### src/rtl/pipeline_hazard_controller.sv
// Pipeline hazard controller: load-use bubbles, multi-cycle EX stalls and
// taken-branch flushes for a classic five-stage pipeline.
// Optional feature macro: HAZARD_PERF_COUNTERS_EN enables the stall/flush
// performance counters; when undefined the counter ports are tied to zero.
module pipeline_hazard_controller #(
    parameter int unsigned FLUSH_CYCLES = 2,
    parameter int unsigned COUNT_WIDTH  = 32
) (
    input  logic                   clk,
    input  logic                   reset,
    input  logic [4:0]             idRs1,
    input  logic [4:0]             idRs2,
    input  logic                   idUsesRs1,
    input  logic                   idUsesRs2,
    input  logic [4:0]             exRd,
    input  logic                   exIsMemRead,
    input  logic                   exBranchTaken,
    input  logic                   exMultiCycleStart,
    input  logic                   exMultiCycleDone,
    output logic                   pcWrite,
    output logic                   ifIdWrite,
    output logic                   ifIdFlush,
    output logic                   idExFlush,
    output logic                   exHold,
    output logic [1:0]             ctrlState,
    output logic [COUNT_WIDTH-1:0] stallCycles,
    output logic [COUNT_WIDTH-1:0] flushCycles
);

    localparam int unsigned STATE_W  = 2;
    localparam int unsigned REMAIN_W = 3;

    typedef enum logic [STATE_W-1:0] {
        ST_RUN      = 2'd0,
        ST_MC_STALL = 2'd1,
        ST_FLUSH    = 2'd2
    } state_e;

    state_e              state_q, state_d;
    logic [REMAIN_W-1:0] flush_remain_q, flush_remain_d;
    logic                load_use;

    // Load in EX whose destination feeds a source the ID instruction reads
    always_comb begin
        load_use = exIsMemRead && (exRd != 5'd0) &&
                   ((idUsesRs1 && (idRs1 == exRd)) ||
                    (idUsesRs2 && (idRs2 == exRd)));
    end

    // State register and flush countdown; reset aborts any stall/flush in progress
    always_ff @(posedge clk or negedge reset) begin
        if (!reset) begin
            state_q        <= ST_RUN;
            flush_remain_q <= '0;
        end else begin
            state_q        <= state_d;
            flush_remain_q <= flush_remain_d;
        end
    end

    // Next-state logic: branch beats multi-cycle start; load-use never changes state
    always_comb begin
        state_d        = state_q;
        flush_remain_d = flush_remain_q;
        case (state_q)
            ST_RUN: begin
                if (exBranchTaken) begin
                    if (FLUSH_CYCLES > 1) begin
                        state_d        = ST_FLUSH;
                        flush_remain_d = REMAIN_W'(FLUSH_CYCLES - 1);
                    end
                end else if (exMultiCycleStart && !exMultiCycleDone) begin
                    state_d = ST_MC_STALL;
                end
            end
            ST_MC_STALL: begin
                if (exMultiCycleDone) begin
                    state_d = ST_RUN;
                end
            end
            ST_FLUSH: begin
                if (flush_remain_q <= REMAIN_W'(1)) begin
                    state_d        = ST_RUN;
                    flush_remain_d = '0;
                end else begin
                    flush_remain_d = flush_remain_q - REMAIN_W'(1);
                end
            end
            default: begin
                state_d        = ST_RUN;
                flush_remain_d = '0;
            end
        endcase
    end

    // Control outputs from state and live EX/ID inputs; reset forces a flushed, frozen front end
    always_comb begin
        pcWrite   = 1'b1;
        ifIdWrite = 1'b1;
        ifIdFlush = 1'b0;
        idExFlush = 1'b0;
        exHold    = 1'b0;
        case (state_q)
            ST_RUN: begin
                if (exBranchTaken) begin
                    ifIdFlush = 1'b1;
                    idExFlush = 1'b1;
                end else if (exMultiCycleStart) begin
                    if (!exMultiCycleDone) begin
                        pcWrite   = 1'b0;
                        ifIdWrite = 1'b0;
                        exHold    = 1'b1;
                    end
                end else if (load_use) begin
                    pcWrite   = 1'b0;
                    ifIdWrite = 1'b0;
                    idExFlush = 1'b1;
                end
            end
            ST_MC_STALL: begin
                if (!exMultiCycleDone) begin
                    pcWrite   = 1'b0;
                    ifIdWrite = 1'b0;
                    exHold    = 1'b1;
                end
            end
            ST_FLUSH: begin
                ifIdFlush = 1'b1;
                idExFlush = 1'b1;
            end
            default: begin
            end
        endcase
        if (!reset) begin
            pcWrite   = 1'b0;
            ifIdWrite = 1'b0;
            ifIdFlush = 1'b1;
            idExFlush = 1'b1;
            exHold    = 1'b0;
        end
    end

    assign ctrlState = state_q;

`ifdef HAZARD_PERF_COUNTERS_EN
    logic [COUNT_WIDTH-1:0] stall_cnt_q, flush_cnt_q;

    // Saturating counters of frozen-PC cycles and IF/ID flush cycles
    always_ff @(posedge clk or negedge reset) begin
        if (!reset) begin
            stall_cnt_q <= '0;
            flush_cnt_q <= '0;
        end else begin
            if (!pcWrite && (stall_cnt_q != {COUNT_WIDTH{1'b1}})) begin
                stall_cnt_q <= stall_cnt_q + COUNT_WIDTH'(1);
            end
            if (ifIdFlush && (flush_cnt_q != {COUNT_WIDTH{1'b1}})) begin
                flush_cnt_q <= flush_cnt_q + COUNT_WIDTH'(1);
            end
        end
    end

    assign stallCycles = stall_cnt_q;
    assign flushCycles = flush_cnt_q;
`else
    assign stallCycles = '0;
    assign flushCycles = '0;
`endif

endmodule

### config.mk
export PLATFORM = sky130hd
export DESIGN_NAME = pipeline_hazard_controller
export DESIGN_NICKNAME = d
export VERILOG_FILES = /design/src/rtl/pipeline_hazard_controller.sv
export SDC_FILE = /design/constraint.sdc
export NUM_CORES = 1
export LEC_CHECK = 0
export BUFFER_PORTS_ARGS = -buffer_cell sky130_fd_sc_hd__buf_2
export CAP_MARGIN = 10
export CORE_AREA = 2 2 54 56
export CTS_BUF_LIST = sky130_fd_sc_hd__clkbuf_8 sky130_fd_sc_hd__clkbuf_16
export DETAILED_ROUTE_END_ITERATION = 6
export DIE_AREA = 0 0 56 58
export GPL_ROUTABILITY_DRIVEN = 1
export HOLD_SLACK_MARGIN = 0.1
export PLACE_DENSITY = 0.79
export SETUP_SLACK_MARGIN = 0.05
export SLEW_MARGIN = 0
export SYNTH_ARGS = -nofsm -noshare
export SYNTH_HDL_FRONTEND = slang
export SYNTH_SLANG_ARGS = --single-unit
export TNS_END_PERCENT = 30
### constraint.sdc
create_clock -name clk -period 1.6 [get_ports clk]
set_input_delay 0.16 -clock clk [delete_from_list [all_inputs] [get_ports clk]]
set_output_delay 0.16 -clock clk [all_outputs]
set_load 0.1 [all_outputs]
==> results of run 1 <==
-- per-stage QoR --
step | worst slack (ns) | cells | TNS, ns | power [mW] | hold WS [ns]
finish | -0.105 | 184 | -0.343 | 1.81 | 0.229
global route | -0.154 | 184 | -0.510 | 1.88 | 0.250
CTS | -0.107 | 183 | -0.341 | 1.80 | 0.227
detailed placement | -0.116 | 178 | -0.281 | 1.56 | 0.0118
global placement | -0.114 | 178 | -0.287 | 1.55 | 0.0145
floorplan | -0.581 | 178 | -1.82 | 1.48 | -0.136
-- flip-flops by register name (all words and copies together), names as in the netlist --
signal          count
flush_remain_q      3
ctrlState           2
-- what timing repair did --
action	CTS	global route
hold buffers	1	0
buffers inserted	0	1
setup endpoints to repair	4	4
resized for setup	2	5
hold endpoints to repair	5	0
pin swaps	3	3
-- where the power goes --
part           internal (mW)  total (mW)  switching (mW)  leakage, nW
clock network          0.165       0.231          0.0662       0.0269
logic                  0.260        1.36            1.10        0.530
registers              0.181       0.224          0.0425       0.0624
total                  0.606        1.81            1.21        0.619
-- worst min path at each step --
stage                             end  depth (start not counted)
floorplan                ctrlState[0]                          0
global placement    flush_remain_q[1]                          1
detailed placement  flush_remain_q[2]                          1
CTS                      ctrlState[1]                          3
global route             ctrlState[1]                          3
finish                   ctrlState[1]                          3
-- per-layer routing --
| metal | part of all wire, % | global-route usage [%] | vias to the layer above |
|---|---|---|---|
| met3 | 10 | 2.68 | 2 |
| li1 | - | - | 321 |
| met2 | 52 | 13.9 | 50 |
| met1 | 36 | 9.59 | 302 |
| met5 | 0 | 0 | - |
| met4 | 1.2 | 8.50 | 0 |
-- layout make-up --
cell class	instances	area share, %
Multi-Input combinational cell	103	52.9
Timing Repair Buffer	37	26.7
Sequential cell	5	11.6
Clock buffer	3	3.68
Tap cell	31	3.46
Inverter	4	1.34
Clock inverter	1	0.335
-- critical path, stage by stage, from the launching register on --
cell	delay, ns
dfrtp_4	0.49
or3_4	0.41
nor3b_4	0.22
buf_12	0.20
-- cell families (layout without fill, tap and decap cells) --
group,count (synthesis),count (layout)
xor+xnor,10,10
other cells,1,64
fa+ha+maj,2,2
compound gates,14,14
flops,5,5
simple gates,13,13
buf+inv,70,45
-- cell usage after synthesis (all sizes together) --
cell,instances
nor2b,1
o311a,1
ha,2
a21oi,2
inv,4
nand2b,1
nor3b,1
dfrtp,5
or4,1
nor4,2
or3,1
conb,1
and2,1
nor2,3
a32oi,1
o211ai,1
nand2,1
xnor2,2
o32ai,2
o22ai,1
or2,1
xor2,8
buf,66
o21ai,2
o21bai,2
o31ai,2
==> results.toml, run 1 <==
[final_layout]
fillers = 266
seq_area_um2 = 130
layout-drive-gt1-share_pct = 32.7
diodes = 0
layout_common_cells = "64 x conb_1, 22 x buf_2, 8 x xor2_1"
multiInputGateArea_um2 = 593
final_common_cell = "conb_1"
synthToLayoutAreaGrowth_pct = 20.6
final_nets = 179
fin_area_um2 = 1120
final_util_pct = 42.1

[route]
wirelength_um = 1630
wire_per_inst_um = 8.84
drc = 0
firstDrtPassIters = 4
via_count = 675
drt_iter0_drc = 13
viasPerCell = 3.67
drtAntennaViolNets = 0

[critical_path]
r2r_slack_ns = 0.31
timing.rr.end = "flush_remain_q[2]"
path_max_fanout = 5
cp.arrival_ns = 1.55
rr_worst_depth = 4
crit_path_start = "ctrlState[1]"
r2r_start = "ctrlState[0]"
crit_end = "exHold"
crit_required_ns = 1.44
endpoint_kind = "output pin"
critPathKind = "reg2out"
cp-start-kind = "flop"

[power_and_ir_drop]
power.leakage_nw = 0.619
ir_drop_mv = 0.873
power.density_nw_per_um2 = 1620

[die]
core_um2 = 2660
die_height_um = 58
die_w_um = 56
rows = 19
design.die.area_um2 = 3250
io_pins = 94
start_util_pct = 34.9

[yosys]
synth-simple-area-share_pct = 8.61
synth_top_area_cell = "buf_4"
yosys.area_share.adder_pct = 2.69
yosys.area_share.xor_xnor_pct = 9.42
postSynthCellCount = 115
syn_avg_cell_area_um2 = 8.08
synth.top_cell.area_share_pct = 52.5
synth_top_family_by_area = "buffers and inverters"
synth_seq_cells = 5
synth-compound-area-share_pct = 10.8
syn_area_um2 = 930
synth-seq-area-share_pct = 13.5
synth_warnings = 0
synth.area.top_cells = "buf_4 52%, dfrtp_1 13%, xor2_1 7.5%, ha_1 2.7%, o32ai_1 1.9%"
yosys-mux-area-fraction_pct = 0
ys_types = 28

[cts]
cts_tree = "done"
root_buffer = "clkbuf_8"
h-tree-depth = 1
clk_pin_slew_ns = 0.03
clock_path_buffers = 2
insertion_delay_ns = 0.22
cts_buffers = 3
clock-sinks = 5

[placed_design]
place_area_um2 = 1020
hpwl_um = 1360
gp_congestion = 0.800
portBuffers = 29

[sta]
fin_crit_sh_pct = 107
period_needed_ns = 1.71
setup_viol = 4
drv_slew = 0
finalHoldViolCount = 0
final.setup.worst_slack_ns = -0.105
fmax_mhz = 586
skew_ns = 0.00198
rsz0062_at_grt = "yes"

[global_routing]
grt_max_degree = 9
gr-total-overflow = 0
antenna_found_initial = 0
grt_util_all_layers_pct = 8.92
grt_pass1_vias = 533
grt_pass1_wl_um = 2200

[status]
status = "complete, but fails checks"
violations = "setup timing"

[hold_path]
hold_class = "in2reg"
min-delay-start = "exBranchTaken"

[run]
cap_violations = 0
(Power assumes the default switching activity.)
==> run 2, diff against run 1 <==
PLACE_DENSITY = unset   (was 0.79)
PLACE_DENSITY_LB_ADDON = 0.05   (was unset)
==> run 2 against run 1 <==
The flow still finishes with violations (setup timing); sequential share of layout area rose by 0.078 points; via count rose by 1.5%; setup slack improved by 0.013 ns; count of clock-buffer cells in the layout did not move; clock power fell by 2%; final area fell by 0.67%; non-clock buffer count did not move; maximum frequency rose by 0.78%; first-iteration DRC count fell by 54%; sequential power barely moved; utilization fell by 0.28 points; worst hold slack improved by 0.0077 ns.
==> results.toml, run 2 (synthesis results as in run 1) <==
[critical_path]
r2r_slack_ns = 0.31
worst_path_max_delay_cell = "dfrtp_2"
timing.rr.end = "flush_remain_q[0]"
r2r_start = "ctrlState[0]"
critPathKind = "reg2out"
cp_num_buf_inv = 2
rr_worst_depth = 4
cp.arrival_ns = 1.53
cpLargestDelayFamily = "simple AND/OR/NAND/NOR gates"
max_stage_delay_ns = 0.36
path_max_fanout = 6
cp_cell_sequence = "buf_6, a21oi_1, or3_4, nor3b_4, buf_12"
cp-start-kind = "flop"
crit_required_ns = 1.44
endpoint_kind = "output pin"

[sta]
rsz0062_at_grt = "yes"
drv_slew = 0
fin_crit_sh_pct = 106
finalHoldViolCount = 0
setup_viol = 3
final.setup.worst_slack_ns = -0.0922
skew_ns = 0.000442
period_needed_ns = 1.69
fmax_mhz = 591
fin_tns_setup_ns = -0.250
holdWs_ns = 0.237

[final_layout]
layout-drive-gt1-share_pct = 33.3
top_register = "flush_remain_q"
layout_common_cells = "64 x conb_1, 24 x buf_2, 8 x xor2_1"
seq_area_um2 = 130
synthToLayoutAreaGrowth_pct = 19.8
final_common_cell = "conb_1"
final_nets = 179
fin_area_um2 = 1110
largest_reg_flops = 3
fillers = 269
diodes = 0
multiInputGateArea_um2 = 598

[cts]
root_buffer = "clkbuf_8"
cts_buffers = 3
h-tree-depth = 1
clock-sinks = 5
clock_path_buffers = 2
insertion_delay_ns = 0.22
cts_tree = "done"
clk_pin_slew_ns = 0.03

[power_and_ir_drop]
ir_drop_mv = 0.806
intPower_uw = 595
fin_total_pwr_mw = 1.80
clkPwrFrac_pct = 12.6
p_sw_share_pct = 66.9
pwr-share-comb_pct = 75.0
power_switching_mw = 1.20
power.density_nw_per_um2 = 1610
power.leakage_nw = 0.612
power_frac_seq_pct = 12.4

[die]
io_pins = 94
design.die.area_um2 = 3250
core_um2 = 2660
die_w_um = 56
rows = 19
die_height_um = 58
start_util_pct = 34.9

[status]
status = "complete, but fails checks"
violations = "setup timing"

[route]
firstDrtPassIters = 4
drtAntennaViolNets = 0
viasPerCell = 3.72
wire_per_inst_um = 9.08
wirelength_um = 1670
via_count = 685
drt_iter0_drc = 6
drc = 0

[placed_design]
hpwl_um = 1450
portBuffers = 29
gp_congestion = 0.756
dpl_worst_slack_ns = -0.0942
place_area_um2 = 1030

[global_routing]
grt_max_degree = 8
grt_pass1_wl_um = 2390
gr-total-overflow = 0
antenna_found_initial = 0
grt_util_all_layers_pct = 9.53
grt_pass1_vias = 542

[hold_path]
holdPathStages = 3
holdPathEnd = "ctrlState[1]"
min-delay-start = "exBranchTaken"
hold_class = "in2reg"

[run]
cap_violations = 0
==> run 2: final cells by class <==
cell class	count	area share (%)
Sequential cell	5	11.7
Tap cell	31	3.48
Multi-Input combinational cell	103	53.7
Inverter	4	1.35
Timing Repair Buffer	37	25.7
Clock inverter	1	0.337
Clock buffer	3	3.71
==> run 2: what timing repair did <==
item | CTS | global route
setup buffers | 0 | 0
cloned | 0 | 0
setup endpoints to repair | 4 | 4
hold buffers | 1 | 0
pin swaps | 2 | 3
endpoints found under the hold margin | 5 | 0
resized for setup | 2 | 4
==> run 2: stage by stage <==
stage / util (%) / cells
final: 41.8 / 184
after global routing: 41.8 / 184
after CTS: 41.2 / 184
after detailed placement: 38.7 / 179
after global placement: 38.7 / 179
after floorplan: - / 178
==> run 2: per-layer routing <==
layer,wire (um),vias up,share of wire (%),global-route usage (%)
met4,31,0,1.9,7.82
met3,213,4,13,1.56
met1,586,295,35,10.7
met2,839,63,50,16.0
met5,0,-,0,0
li1,-,323,-,-
==> run 2: worst max path at each step <==
stage | startpoint | depth (start not counted) | slack, ns | end
floorplan | ctrlState[1] | 4 | -0.58 | pcWrite
global placement | exRd[2] | 6 | -0.14 | pcWrite
detailed placement | exRd[1] | 6 | -0.09 | pcWrite
CTS | ctrlState[0] | 5 | -0.13 | exHold
global route | ctrlState[1] | 3 | -0.13 | exHold
finish | ctrlState[0] | 5 | -0.09 | exHold
==> run 2: power by group through the flow <==
| stage | Combinational (mW) | Sequential [mW] | Clock [mW] |
|---|---|---|---|
| 3_5_place_dp | 1.33 | 0.222 | 0 |
| 6_report | 1.35 | 0.223 | 0.226 |
| 3_3_place_gp | 1.32 | 0.222 | 0 |
| 2_1_floorplan | 1.15 | 0.331 | 0 |
| 4_1_cts | 1.34 | 0.222 | 0.233 |
| 5_1_grt | 1.40 | 0.233 | 0.247 |
==> run 2: worst reg2reg max path, stage by stage (launching register included) <==
cell	delay, ns
dfrtp_2	0.40
buf_6	0.13
nand2b_1	0.17
o21bai_1	0.22
o32ai_1	0.25
